--- src/rtl/frogger_kbd_pkg.sv ---
// ---------------------------------------------------------------------------
// frogger_kbd_pkg : shared types and constants for the PS/2 keycode source
// Revision 1.0
// ---------------------------------------------------------------------------
`default_nettype none

package frogger_kbd_pkg;

  typedef enum logic [1:0] {
    IDLE   = 2'd0,
    DATA   = 2'd1,
    PARITY = 2'd2,
    STOP   = 2'd3
  } rx_state_e;

  localparam logic [7:0] PS2_EXT = 8'hE0;
  localparam logic [7:0] PS2_BRK = 8'hF0;

  localparam logic [15:0] KEY_LEFT  = 16'h0050;
  localparam logic [15:0] KEY_RIGHT = 16'h004F;
  localparam logic [15:0] KEY_UP    = 16'h0052;
  localparam logic [15:0] KEY_DOWN  = 16'h0051;
  localparam logic [15:0] KEY_FROG1 = 16'h0059;
  localparam logic [15:0] KEY_FROG2 = 16'h005A;
  localparam logic [15:0] KEY_FROG3 = 16'h005B;

  typedef struct packed {
    logic        hit;
    logic [15:0] usage;
  } key_map_t;

  function automatic key_map_t ps2_map(input logic ext, input logic [7:0] code);
    key_map_t m;
    m.hit   = 1'b1;
    m.usage = 16'h0000;
    case ({ext, code})
      {1'b1, 8'h6B}: m.usage = KEY_LEFT;
      {1'b1, 8'h74}: m.usage = KEY_RIGHT;
      {1'b1, 8'h75}: m.usage = KEY_UP;
      {1'b1, 8'h72}: m.usage = KEY_DOWN;
      {1'b0, 8'h69}: m.usage = KEY_FROG1;
      {1'b0, 8'h72}: m.usage = KEY_FROG2;
      {1'b0, 8'h7A}: m.usage = KEY_FROG3;
      default:       m.hit   = 1'b0;
    endcase
    return m;
  endfunction

endpackage

`default_nettype wire

--- src/rtl/ps2_frame_rx.sv ---
// ---------------------------------------------------------------------------
// ps2_frame_rx : PS/2 synchroniser, clock glitch filter and 11-bit frame FSM.
// Optional frame timeout enabled by PS2_TIMEOUT_EN.  Revision 1.0
// ---------------------------------------------------------------------------
`default_nettype none

module ps2_frame_rx
  import frogger_kbd_pkg::*;
#(
  parameter int SYNC_STAGES    = 2,
  parameter int FILTER_LEN     = 4,
  parameter int TIMEOUT_CYCLES = 50000
) (
  input  logic       clk,
  input  logic       rst_n,
  input  logic       ps2_clk,
  input  logic       ps2_dat,
  output logic [7:0] rx_byte,
  output logic       byte_valid,
  output logic       frame_error
);

  localparam int FLT_W = (FILTER_LEN > 1) ? $clog2(FILTER_LEN) : 1;
  localparam logic [FLT_W-1:0] FLT_LAST = FLT_W'(FILTER_LEN - 1);

  logic [SYNC_STAGES-1:0] clk_sync_q, clk_sync_d;
  logic [SYNC_STAGES-1:0] dat_sync_q, dat_sync_d;
  logic [FLT_W-1:0]       flt_cnt_q, flt_cnt_d;
  logic                   filt_q, filt_d;
  logic                   filt_prev_q, filt_prev_d;
  rx_state_e              state_q, state_d;
  logic [2:0]             bit_cnt_q, bit_cnt_d;
  logic [7:0]             shift_q, shift_d;
  logic                   parity_q, parity_d;
  logic                   strike;
  logic                   dat_s;

`ifdef PS2_TIMEOUT_EN
  localparam int TMO_W = $clog2(TIMEOUT_CYCLES);
  localparam logic [TMO_W-1:0] TMO_LAST = TMO_W'(TIMEOUT_CYCLES - 1);
  logic [TMO_W-1:0] tmo_q, tmo_d;
`else
  logic unused_tmo_cfg;
  assign unused_tmo_cfg = (TIMEOUT_CYCLES > 0);
`endif

  assign strike  = filt_prev_q & ~filt_q;
  assign dat_s   = dat_sync_q[SYNC_STAGES-1];
  assign rx_byte = shift_q;

  always_comb begin
    clk_sync_d  = {clk_sync_q[SYNC_STAGES-2:0], ps2_clk};
    dat_sync_d  = {dat_sync_q[SYNC_STAGES-2:0], ps2_dat};
    flt_cnt_d   = '0;
    filt_d      = filt_q;
    filt_prev_d = filt_q;
    state_d     = state_q;
    bit_cnt_d   = bit_cnt_q;
    shift_d     = shift_q;
    parity_d    = parity_q;
    byte_valid  = 1'b0;
    frame_error = 1'b0;

    // A level change is accepted only after FILTER_LEN consecutive samples.
    if (clk_sync_q[SYNC_STAGES-1] != filt_q) begin
      if (flt_cnt_q == FLT_LAST) begin
        filt_d = clk_sync_q[SYNC_STAGES-1];
      end else begin
        flt_cnt_d = flt_cnt_q + 1'b1;
      end
    end

    case (state_q)
      IDLE: begin
        if (strike && !dat_s) begin
          state_d   = DATA;
          bit_cnt_d = 3'd0;
        end
      end
      DATA: begin
        if (strike) begin
          shift_d   = {dat_s, shift_q[7:1]};
          bit_cnt_d = bit_cnt_q + 3'd1;
          if (bit_cnt_q == 3'd7) state_d = PARITY;
        end
      end
      PARITY: begin
        if (strike) begin
          parity_d = dat_s;
          state_d  = STOP;
        end
      end
      STOP: begin
        if (strike) begin
          state_d = IDLE;
          if ((^{shift_q, parity_q}) && dat_s) byte_valid  = 1'b1;
          else                                 frame_error = 1'b1;
        end
      end
      default: state_d = IDLE;
    endcase

`ifdef PS2_TIMEOUT_EN
    tmo_d = tmo_q + 1'b1;
    if (strike || state_q == IDLE) begin
      tmo_d = '0;
    end else if (tmo_q == TMO_LAST) begin
      tmo_d       = '0;
      state_d     = IDLE;
      frame_error = 1'b1;
    end
`endif
  end

  always_ff @(posedge clk or negedge rst_n) begin
    if (!rst_n) begin
      clk_sync_q  <= '1;
      dat_sync_q  <= '1;
      flt_cnt_q   <= '0;
      filt_q      <= 1'b1;
      filt_prev_q <= 1'b1;
      state_q     <= IDLE;
      bit_cnt_q   <= 3'd0;
      shift_q     <= 8'h00;
      parity_q    <= 1'b0;
`ifdef PS2_TIMEOUT_EN
      tmo_q       <= '0;
`endif
    end else begin
      clk_sync_q  <= clk_sync_d;
      dat_sync_q  <= dat_sync_d;
      flt_cnt_q   <= flt_cnt_d;
      filt_q      <= filt_d;
      filt_prev_q <= filt_prev_d;
      state_q     <= state_d;
      bit_cnt_q   <= bit_cnt_d;
      shift_q     <= shift_d;
      parity_q    <= parity_d;
`ifdef PS2_TIMEOUT_EN
      tmo_q       <= tmo_d;
`endif
    end
  end

endmodule

`default_nettype wire

--- src/rtl/ps2_keycode_source.sv ---
// ---------------------------------------------------------------------------
// ps2_keycode_source : PS/2 set-2 keyboard to 16-bit HID usage keycode.
// PS2_TIMEOUT_EN enables the partial-frame timeout.  Revision 1.0
// ---------------------------------------------------------------------------
`default_nettype none

module ps2_keycode_source
  import frogger_kbd_pkg::*;
#(
  parameter int SYNC_STAGES    = 2,
  parameter int FILTER_LEN     = 4,
  parameter int TIMEOUT_CYCLES = 50000
) (
  input  logic        Clk,
  input  logic        Reset_n,
  input  logic        PS2_CLK,
  input  logic        PS2_DAT,
  output logic [15:0] keycode,
  output logic        key_event,
  output logic        frame_error,
  output logic [7:0]  scan_code
);

  logic [7:0]  rx_byte;
  logic        rx_valid;
  logic        rx_err;
  logic        ext_q, ext_d;
  logic        brk_q, brk_d;
  logic [15:0] keycode_q, keycode_d;
  logic [7:0]  scan_code_q, scan_code_d;
  logic        key_event_q, key_event_d;
  logic        frame_error_q, frame_error_d;
  key_map_t    map;

  ps2_frame_rx #(
    .SYNC_STAGES    (SYNC_STAGES),
    .FILTER_LEN     (FILTER_LEN),
    .TIMEOUT_CYCLES (TIMEOUT_CYCLES)
  ) u_rx (
    .clk         (Clk),
    .rst_n       (Reset_n),
    .ps2_clk     (PS2_CLK),
    .ps2_dat     (PS2_DAT),
    .rx_byte     (rx_byte),
    .byte_valid  (rx_valid),
    .frame_error (rx_err)
  );

  assign map = ps2_map(ext_q, rx_byte);

  always_comb begin
    ext_d         = ext_q;
    brk_d         = brk_q;
    keycode_d     = keycode_q;
    scan_code_d   = scan_code_q;
    frame_error_d = rx_err;

    if (rx_err) begin
      ext_d = 1'b0;
      brk_d = 1'b0;
    end else if (rx_valid) begin
      scan_code_d = rx_byte;
      if (rx_byte == PS2_EXT) begin
        ext_d = 1'b1;
      end else if (rx_byte == PS2_BRK) begin
        brk_d = 1'b1;
      end else begin
        // Only releasing the currently held key clears it.
        if (map.hit) begin
          if (!brk_q)                      keycode_d = map.usage;
          else if (map.usage == keycode_q) keycode_d = 16'h0000;
        end
        ext_d = 1'b0;
        brk_d = 1'b0;
      end
    end

    key_event_d = (keycode_d != keycode_q);
  end

  always_ff @(posedge Clk or negedge Reset_n) begin
    if (!Reset_n) begin
      ext_q         <= 1'b0;
      brk_q         <= 1'b0;
      keycode_q     <= 16'h0000;
      scan_code_q   <= 8'h00;
      key_event_q   <= 1'b0;
      frame_error_q <= 1'b0;
    end else begin
      ext_q         <= ext_d;
      brk_q         <= brk_d;
      keycode_q     <= keycode_d;
      scan_code_q   <= scan_code_d;
      key_event_q   <= key_event_d;
      frame_error_q <= frame_error_d;
    end
  end

  assign keycode     = keycode_q;
  assign scan_code   = scan_code_q;
  assign key_event   = key_event_q;
  assign frame_error = frame_error_q;

endmodule

`default_nettype wire
--- config.mk ---
export PLATFORM = sky130hd
export DESIGN_NAME = ps2_keycode_source
export DESIGN_NICKNAME = d
export VERILOG_FILES = /design/src/rtl/frogger_kbd_pkg.sv /design/src/rtl/ps2_frame_rx.sv /design/src/rtl/ps2_keycode_source.sv
export SDC_FILE = /design/constraint.sdc
export NUM_CORES = 1
export LEC_CHECK = 0
export BUFFER_PORTS_ARGS = -buffer_cell sky130_fd_sc_hd__buf_4
export CAP_MARGIN = 20
export CORE_MARGIN = 10
export CORE_UTILIZATION = 40
export CTS_BUF_LIST = sky130_fd_sc_hd__clkbuf_8
export DETAILED_ROUTE_END_ITERATION = 16
export GPL_TIMING_DRIVEN = 0
export PLACE_DENSITY = 0.57
export SKIP_LAST_GASP = 1
export SYNTH_ARGS = -nofsm -noshare
export SYNTH_HDL_FRONTEND = slang
export SYNTH_SLANG_ARGS = --single-unit
export TNS_END_PERCENT = 100
--- constraint.sdc ---
create_clock -name Clk -period 2.93 [get_ports Clk]
set_clock_uncertainty 0.15 [all_clocks]
set_input_delay 0.586 -clock Clk [delete_from_list [all_inputs] [get_ports Clk]]
set_output_delay 0.586 -clock Clk [all_outputs]
set_load 0.005 [all_outputs]
==> reports/qor.csv, run 1 <==
stage,metric,value,unit
status,status,completed,
route,drtAntennaViolNets,0,
synthesis,synthMuxAreaShare,7.70,%
synthesis,ys_top_cells_by_count,"dfrtp_1, mux2_2, nor2_1",
route,routed-via-count,1776,
synthesis,yosys.area_share.simple,14.8,%
synthesis,synth.top_cell.area_share,43.7,%
die,die_h,99.4,um
synthesis,netlist_area,0.00252,sq mm
layout,final_nets,269,
timing,fmax,0.382,GHz
setup_path,crit_type,reg -> reg,
setup_path,cp_top_family,simple AND/OR/NAND/NOR gates,
die,core,0.00603,sq mm
synthesis,synth_compound_area_share,16.4,%
synthesis,yosysMostFrequentCell,dfrtp_1,
clocking,cts_tree,built,
clocking,cts-buffers-inserted,5,
setup_path,end_kind,flip-flop,
die,die_x,99.4,um
layout,antennaDiodeCount,0,
clocking,worstSkewPairLatency,310,ps
synthesis,synthXorXnorAreaFrac,3.87,%
placed_design,place_hpwl,3640,um
clocking,cts_sinks,50,
timing,worst_slew_pin_slew,624,ps
route,routedWlPerCell,15.1,um
die,dieArea,0.00987,sq mm
setup_path,start_kind,flip-flop,
placed_design,placement.io_buffers,29,
synthesis,synth_top_family_by_area,compound AO/OA/AOI/OAI gates,
layout,drive_above_1_share,29.3,%
synthesis,synth_flop_cell,dfrtp_1,
timing,final-setup-viol-count,0,
timing,hold_viol_final,0,
die,rows,28,
synthesis,async_flop_share,100,%
global_routing,grt_pass1_vias,1859,
route,avgViaCountPerCell,5.32,
synthesis,synthAdderAreaFrac,3.48,%
synthesis,synth-seq-cells,50,
layout,areaGrowthSynthToFinish,18.2,%
route,first_iter_violations,88,
timing,finalSetupTns,0,ps
timing,slew_viol_final,0,
synthesis,synth_area_leader_cell,dfrtp_1,
setup_path,cp_data_required_time,2970,ps
run,maxCapViolations,0,
timing,post-route-period-util,89.3,%
synthesis,synth_edf_count,0,
synthesis,synth.net_count,233,
timing,post-route-min-period,2620,ps
die,io_pins,30,
synthesis,ys_seq_area_share,50.0,%
clocking,root_buffer,clkbuf_8,
global_routing,grt.total_usage,11.0,%
setup_path,cpPeakStageDelay,470,ps
clocking,h-tree-depth,2,
synthesis,yosys_warnings,0,
synthesis,synth_area_leaders,"dfrtp_1, mux2_2, dfstp_2",
clocking,clock_path_buffers,2,
setup_path,cp.arrival,2660,ps
synthesis,netlist_instances,222,
synthesis,syn_area_per_cell,11.3,sq um
setup_path,slowest_stage,dfrtp_1,
route,drc,0,
power,power_density,767,mW/mm^2
clocking,path_clk_slew,90,ps
setup_path,cp_max_fo,7,
power,leakagePower,1.35,nW
global_routing,grt_max_degree,51,
synthesis,synth.distinct_cells,58,
clocking,cts_setup_buffers,0,
placed_design,routabilityCongestion,0.847,
global_routing,grt-ovfl-total,0,
route,drt-total-wl,5050,um
power,vdd_drop_max,407,uV
timing,grt_setup_unrepaired,false,
global_routing,antenna_found_initial,0,
route,drt_first_pass_iters,4,
setup_path,critical_path_buf_inv_count,0,
layout,fillCellCount,581,
setup_path,crit_chain,xor2_1 > xnor3_1 > mux2i_2 > nor4_1 > o22ai_1 > nor4_2 > nor3b_2,
power,total_power,0.00228,W
global_routing,grt_pass1_wl,9060,um
timing,max_slew_margin,58.4,%
die,start_util,41.8,%
worst_hold_path,hold_path_class,in -> async,
==> worst register-to-register path, cell delays in order, from the launching register on <==
cell and delay, ps:
dfrtp_1 470, xor2_1 170, xnor3_1 460, mux2i_2 240
nor4_1 460, o22ai_1 160, nor4_2 320, nor3b_2 80
==> worst paths after layout <==
| path | from | to | slack [ps] | cells past startpoint |
|---|---|---|---|---|
| worst max-delay path | u_rx.rx_byte[7] | key_event | 310 | 7 |
| worst min-delay path | Reset_n | ext_q | 150 | 1 |
| worst max register to register | u_rx.rx_byte[7] | key_event | 310 | 7 |
| worst min register to register | u_rx.dat_sync_q[0] | u_rx.dat_sync_q[1] | 210 | 0 |
| max in group asynchronous | Reset_n | u_rx.parity_q | 2070 | 1 |
| min in group Clk | u_rx.dat_sync_q[0] | u_rx.dat_sync_q[1] | 210 | 0 |
==> where the power goes <==
group	internal (W)	switching, W
registers	0.000829	0.000106
logic	0.000377	0.000376
clock network	0.000364	0.000232
total	0.00157	0.000714
==> registers in the layout, indices dropped and copies added (netlist names) <==
signal,count
brk_q,1
ext_q,1
frame_error,1
key_event,1
keycode,16
scan_code,8
u_rx.bit_cnt_q,3
u_rx.clk_sync_q,2
u_rx.dat_sync_q,2
u_rx.filt_prev_d,1
u_rx.filt_prev_q,1
u_rx.flt_cnt_q,2
u_rx.parity_q,1
u_rx.rx_byte,8
u_rx.state_q,2
==> placed cells by master (no fill, tap or decap), types with 2 or more instances in the layout <==
cell type  count
mux2_2        16
o22ai_1        3
clkbuf_8       6
nor4_1         4
nand3b_1       2
xnor2_1        4
nor2_1        14
ha_1           7
xnor3_1        2
nand2_1       13
a21o_1         2
nor2b_1        5
clkbuf_1       3
xor2_1         2
dfstp_2        6
a21boi_0      11
dfrtp_1       44
buf_4         30
inv_1          9
buf_2          3
o21ai_0       11
nor3_1         6
nand4b_1       2
a31oi_1        2
buf_6          2
a32o_1         2
nand3_1        2
bufinv_16      2
a21oi_1        7
o31ai_1        5
nand2b_1       2
or3_1          2
==> cell families after synthesis <==
group                      after synthesis
AOI/OAI and AO/OA                       57
xor gates and xnor gates                 8
adders and majority gates                7
buffers and inverters                   19
DFF                                     50
muxes                                   17
and+or+nand+nor                         64
==> metrics by stage <==
step                setup WS [ps]  hold WS (ps)  cell area [sq um]  util (%)  std cells
floorplan                     530           140               2520         -        222
global placement              221           196               2830      47.0        326
detailed placement            231           199               2830      47.0        326
CTS                           215           165               2970      49.3        334
global route                 34.2           188               2980      49.4        334
finish                        313           149               2980      49.4        334
==> routing by layer <==
metal / share of wire [%] / track usage [%] / vias up
li1: - / - / 882
met1: 48 / 13.9 / 866
met2: 47 / 17.5 / 21
met3: 3.3 / 2.91 / 7
met4: 1.5 / 3.97 / 0
met5: 0 / 0 / -
==> final cells by class <==
class | instances | area (sq um) | share of cell area, %
Sequential cell | 50 | 1260 | 42.3
Multi-Input combinational cell | 153 | 1170 | 39.3
Clock buffer | 6 | 82.6 | 2.77
Tap cell | 75 | 93.8 | 3.15
Inverter | 9 | 33.8 | 1.13
Clock inverter | 2 | 60.1 | 2.02
Buffer | 10 | 60.1 | 2.02
Timing Repair Buffer | 29 | 218 | 7.31
==> what timing repair did <==
item | 4_1_cts | 5_1_grt
resized for setup | 0 | 1
hold buffers | 0 | 0
setup endpoints to repair | 0 | 1
No activity file was read; power rests on OpenSTA's default activity.
==> run 2, diff against run 1 <==
==> constraint.sdc (replaced) <==
create_clock -name Clk -period 3.3 [get_ports Clk]
set_clock_uncertainty 0.15 [all_clocks]
set_input_delay 0.66 -clock Clk [delete_from_list [all_inputs] [get_ports Clk]]
set_output_delay 0.66 -clock Clk [all_outputs]
set_load 0.005 [all_outputs]
==> reports/qor.csv, run 2 (synthesis gave the netlist of run 1 again) <==
stage,metric,value,unit
die,die_x,99.4,um
route,routedWlPerCell,15.2,um
power,vdd_drop_max,361,uV
global_routing,grt_pass1_vias,1859,
route,drt_first_pass_iters,4,
clocking,postCtsResizedCells,0,
route,drtAntennaViolNets,0,
route,drt-total-wl,5060,um
clocking,cts_tree,built,
setup_path,r2r-start,u_rx.rx_byte[7],
placed_design,routabilityCongestion,0.847,
power,leakagePower,1.35,nW
timing,max_slew_margin,58.5,%
timing,grt_setup_unrepaired,false,
setup_path,cpPeakStageDelay,520,ps
timing,post-route-period-util,81.8,%
clocking,h-tree-depth,2,
layout,multi_input_area,0.00117,sq mm
setup_path,cp.arrival,2740,ps
clocking,worstSkewPairLatency,310,ps
worst_hold_path,hold_path_class,reg -> reg,
setup_path,reg2reg_setup_slack,600,ps
placed_design,placement.io_buffers,29,
setup_path,reg2reg_depth,7,
die,dieArea,0.00987,sq mm
setup_path,end_kind,flip-flop,
timing,post-route-min-period,2700,ps
global_routing,grt_pass1_wl,9060,um
layout,largest_reg_flops,16,
timing,finalSetupTns,0,ps
placed_design,place_hpwl,3640,um
layout,drive_above_1_share,29.0,%
die,die_h,99.4,um
die,rows,28,
die,start_util,41.8,%
layout,finalInstanceArea,0.00297,sq mm
layout,final_util,49.3,%
timing,hold_viol_final,0,
layout,areaGrowthSynthToFinish,18.0,%
timing,slew_viol_final,0,
power,power_density,682,mW/mm^2
clocking,holdBufCountCts,0,
global_routing,antenna_found_initial,0,
route,avgViaCountPerCell,5.37,
layout,antennaDiodeCount,0,
worst_hold_path,hold_end,u_rx.dat_sync_q[1],
worst_hold_path,worst_hold_startpoint,u_rx.dat_sync_q[0],
clocking,clock_path_buffers,2,
route,routed-via-count,1793,
route,first_iter_violations,89,
setup_path,cp_data_required_time,3340,ps
global_routing,grt-ovfl-total,0,
setup_path,r2r-end,key_event,
setup_path,crit_chain,xor2_1 > xnor3_1 > mux2i_2 > a2111oi_1 > o22ai_1 > nor4_2 > nor3b_2,
timing,worst_slew_pin_slew,623,ps
timing,final-setup-viol-count,0,
setup_path,crit_type,reg -> reg,
layout,final_nets,269,
global_routing,grt_max_degree,51,
worst_hold_path,hold_path_depth,0,
clocking,cts_sinks,50,
clocking,cts-buffers-inserted,5,
timing,fmax,0.371,GHz
route,drc,0,
clocking,path_clk_slew,100,ps
layout,layout_commonest_cell,dfrtp_1,
die,core,0.00603,sq mm
layout,fillCellCount,581,
setup_path,start_kind,flip-flop,
global_routing,grt.total_usage,11.0,%
clocking,cts_setup_buffers,0,
status,status,completed,
layout,layout_common_cells,"dfrtp_1, buf_4, mux2_2, nor2_1, nand2_1",
clocking,root_buffer,clkbuf_8,
setup_path,slowest_stage,a2111oi_1,
power,total_power,0.00203,W
setup_path,cp_max_fo,7,
layout,ff_latch_area,0.00126,sq mm
die,io_pins,30,
placed_design,place_area,0.00283,sq mm
run,maxCapViolations,0,
run 2: changes by cell type in the layout (fill, tap and decap cells not counted):
cell / change
a2111oi_1: +1
a2111oi_2: -1
run 2: metal layers:
layer  routed length, um  part of all wire (%)  up-vias  GRT usage [%]
met3                 172                   3.4        7           2.91
met4                  76                   1.5        0           3.97
met1                2420                    48      878           13.9
met2                2390                    47       22           17.5
met5                   0                     0        -              0
li1                    -                     -      886              -
run 2: final cells by class:
type / count / share of cell area (%)
flip-flops and latches: 50 / 42.3
multi-input cells: 153 / 39.2
repair buffers: 29 / 7.32
well taps: 75 / 3.16
clock buffers: 6 / 2.78
clock inverters: 2 / 2.02
plain buffers: 10 / 2.02
inverters: 9 / 1.14
run 2: critical path: cells and delay by family, from the launching register on:
kind / cells / cell delay [ps]
AOI/OAI and AO/OA: 2 / 730
xor gates and xnor gates: 2 / 630
DFF: 1 / 470
muxes: 1 / 230
and+or+nand+nor: 2 / 380
run 2: worst max-delay path by stage:
stage	startpoint	end	slack [ps]	depth (start not counted)
after CTS	u_rx.rx_byte[7]	key_event	580	7
after floorplan	u_rx.rx_byte[6]	key_event	900	7
after global routing	u_rx.rx_byte[3]	key_event	360	8
after detailed placement	u_rx.rx_byte[7]	key_event	600	7
final	u_rx.rx_byte[7]	key_event	600	7
after global placement	u_rx.rx_byte[7]	key_event	590	7
run 2: stage by stage:
stage                     setup slack, ps  cells  hold slack (ps)
after floorplan                       900    222              195
after global placement                591    326              196
after detailed placement              601    326              199
after CTS                             585    334              212
after global routing                  358    334              216
final                                 602    334              210
run 2: power breakdown:
group / switching (W) / internal (W)
combinational: 0.000334 / 0.000335
sequential: 0.0000935 / 0.000736
clock: 0.000208 / 0.000323
total: 0.000635 / 0.00139
==> run 3, diff against run 2 <==
--- a/config.mk
+++ b/config.mk
@@ -5,6 +5,7 @@
 export SDC_FILE = /design/constraint.sdc
 export NUM_CORES = 1
 export LEC_CHECK = 0
+export ABC_AREA = 1
 export BUFFER_PORTS_ARGS = -buffer_cell sky130_fd_sc_hd__buf_4
 export CAP_MARGIN = 20
 export CORE_MARGIN = 10
==> constraint.sdc (replaced) <==
create_clock -name Clk -period 2.65 [get_ports Clk]
set_clock_uncertainty 0.15 [all_clocks]
set_input_delay 0.53 -clock Clk [delete_from_list [all_inputs] [get_ports Clk]]
set_output_delay 0.53 -clock Clk [all_outputs]
set_load 0.005 [all_outputs]
==> reports/qor.csv, run 3 <==
stage,metric,value,unit
status,status,completed,
synthesis,synth.distinct_cells,35,
setup_path,start_kind,flip-flop,
die,io_pins,30,
synthesis,synth_edf_count,0,
clocking,h-tree-depth,2,
die,die_x,102,um
timing,post-route-period-util,89.1,%
layout,drive_above_1_share,21.8,%
die,rows,29,
global_routing,grt_pass1_vias,2117,
clocking,worstSkewPairLatency,310,ps
synthesis,synth_area_leaders,"dfrtp_1, nand2_1, dfstp_2",
layout,final_util,48.2,%
route,routedWlPerCell,12.7,um
clocking,holdBufCountCts,0,
timing,final-setup-viol-count,0,
clocking,cts_setup_buffers,0,
route,avgViaCountPerCell,4.87,
placed_design,place_inst,436,
die,die_h,102,um
synthesis,synth_area_leader_cell,dfrtp_1,
synthesis,syn_area_per_cell,8.14,sq um
timing,max_slew_margin,58.7,%
global_routing,grt.total_usage,11.8,%
setup_path,cp.arrival,2420,ps
die,dieArea,0.0104,sq mm
global_routing,grt_max_degree,51,
global_routing,grt_pass1_wl,9980,um
global_routing,grt-ovfl-total,0,
worst_hold_path,hold_path_class,in -> async,
timing,grt_setup_unrepaired,false,
timing,fin_hold_ws,80.2,ps
layout,largest_reg_flops,16,
clocking,postCtsResizedCells,0,
timing,slew_viol_final,0,
layout,layout_commonest_cell,nand2_1,
global_routing,antenna_found_initial,0,
run,maxCapViolations,0,
synthesis,synth.top_cell.area_share,41.0,%
route,routed-via-count,2164,
setup_path,reg2reg_depth,16,
timing,post-route-min-period,2360,ps
synthesis,async_flop_share,100,%
route,drt-total-wl,5660,um
clocking,root_buffer,clkbuf_8,
power,leakagePower,1.77,nW
synthesis,ys_top_cells_by_count,"nand2_1, dfrtp_1, inv_1",
synthesis,ys_seq_area_share,46.9,%
route,drc,0,
power,power_density,688,mW/mm^2
route,first_iter_violations,87,
synthesis,synth_flop_cell,dfrtp_1,
layout,layout_common_cells,"nand2_1, dfrtp_1, inv_1, buf_4, nor2_1",
synthesis,netlist_area,0.00269,sq mm
synthesis,yosys_warnings,0,
layout,antennaDiodeCount,0,
synthesis,netlist_instances,330,
timing,hold_viol_final,0,
die,start_util,41.8,%
synthesis,synth.net_count,341,
clocking,clock_path_buffers,2,
setup_path,crit_type,reg -> reg,
placed_design,placement.io_buffers,29,
die,core,0.00642,sq mm
clocking,cts_tree,built,
layout,final_nets,377,
placed_design,routabilityCongestion,0.858,
timing,worst_slew_pin_slew,619,ps
timing,finalSetupTns,0,ps
layout,areaGrowthSynthToFinish,15.3,%
route,drt_first_pass_iters,4,
synthesis,synth-seq-cells,50,
timing,fmax,0.424,GHz
route,drtAntennaViolNets,0,
clocking,path_clk_slew,100,ps
layout,stdcell_count,444,
power,vdd_drop_max,404,uV
setup_path,end_kind,flip-flop,
placed_design,place_hpwl,4250,um
synthesis,yosysMostFrequentCell,nand2_1,
clocking,cts_sinks,50,
layout,fillCellCount,647,
setup_path,cp_data_required_time,2710,ps
clocking,cts-buffers-inserted,5,
setup_path,cp_max_fo,10,
## run 3: changes by cell type after synthesis, sizes merged, moves of 15 or more
cell,change
nand3,+22
nor2,+23
o21ai,+20
nand2,+81
inv,+37
mux2,-15
## run 3: area by class of cell
| cell class | instances | area [sq um] | share of cell area [%] |
|---|---|---|---|
| sequential | 50 | 1260 | 40.6 |
| multi-input combinational | 225 | 1200 | 38.7 |
| timing repair buffer | 29 | 218 | 7.03 |
| inverter | 47 | 176 | 5.69 |
| tap | 77 | 96.3 | 3.11 |
| clock buffer | 5 | 68.8 | 2.22 |
| buffer | 8 | 52.6 | 1.70 |
| clock inverter | 3 | 28.8 | 0.929 |
## run 3: path summary, 6_finish.rpt
path	from	to	slack [ps]
max in group asynchronous	Reset_n	u_rx.state_q[1]	1850
min in group Clk	PS2_CLK	u_rx.clk_sync_q[0]	160
max	u_rx.rx_byte[2]	key_event	290
min reg2reg	u_rx.dat_sync_q[0]	u_rx.dat_sync_q[1]	210
max reg2reg	u_rx.rx_byte[2]	key_event	290
min	Reset_n	u_rx.bit_cnt_q[1]	80
## run 3: report_power, final
group	leakage, nW	internal (W)	switching, W
registers	0.667	0.000886	0.0000689
clock network	0.0506	0.000198	0.000284
logic	1.05	0.000260	0.000434
## run 3: critical path, cell delays in order, from the launching register on
cell and delay [ps]:
dfrtp_1 430, inv_2 130, nand2_1 80, nor2_1 210
nand3b_4 120, nand2_1 120, nor2_1 70, nand2_1 80
nand2_1 90, nand2_1 110, nor2_1 60, nand4_1 100
nand2_2 140, nand3_1 110, nand2_1 60, nor2_1 120
nand2_1 60
## run 3: cell families (layout without fill, tap and decap cells)
| group | Yosys count | count (layout) | synth area share (%) |
|---|---|---|---|
| compound gates | 40 | 40 | 8.06 |
| xor+xnor | 7 | 7 | 2.28 |
| fa+ha+maj | 7 | 7 | 3.26 |
| buf+inv | 55 | 92 | 8.52 |
| flops | 50 | 50 | 46.9 |
| mux | 2 | 2 | 0.792 |
| simple gates | 169 | 169 | 30.2 |
## run 3: through the flow
step / power, W / setup slack (ps) / instance area, sq um
6_report: 0.00213 / 289 / 3100
5_1_grt: 0.00233 / 33.3 / 3100
4_1_cts: 0.00217 / 294 / 3100
3_5_place_dp: 0.00167 / 319 / 3000
3_3_place_gp: 0.00165 / 303 / 3000
2_1_floorplan: 0.00150 / 659 / 2690
## run 3: routing by layer
metal	part of all wire, %	wire length, um	track usage (%)
met3	4.1	234	2.70
met1	49	2740	15.5
met2	46	2620	18.5
met4	1.0	58	4.23
met5	0	0	0
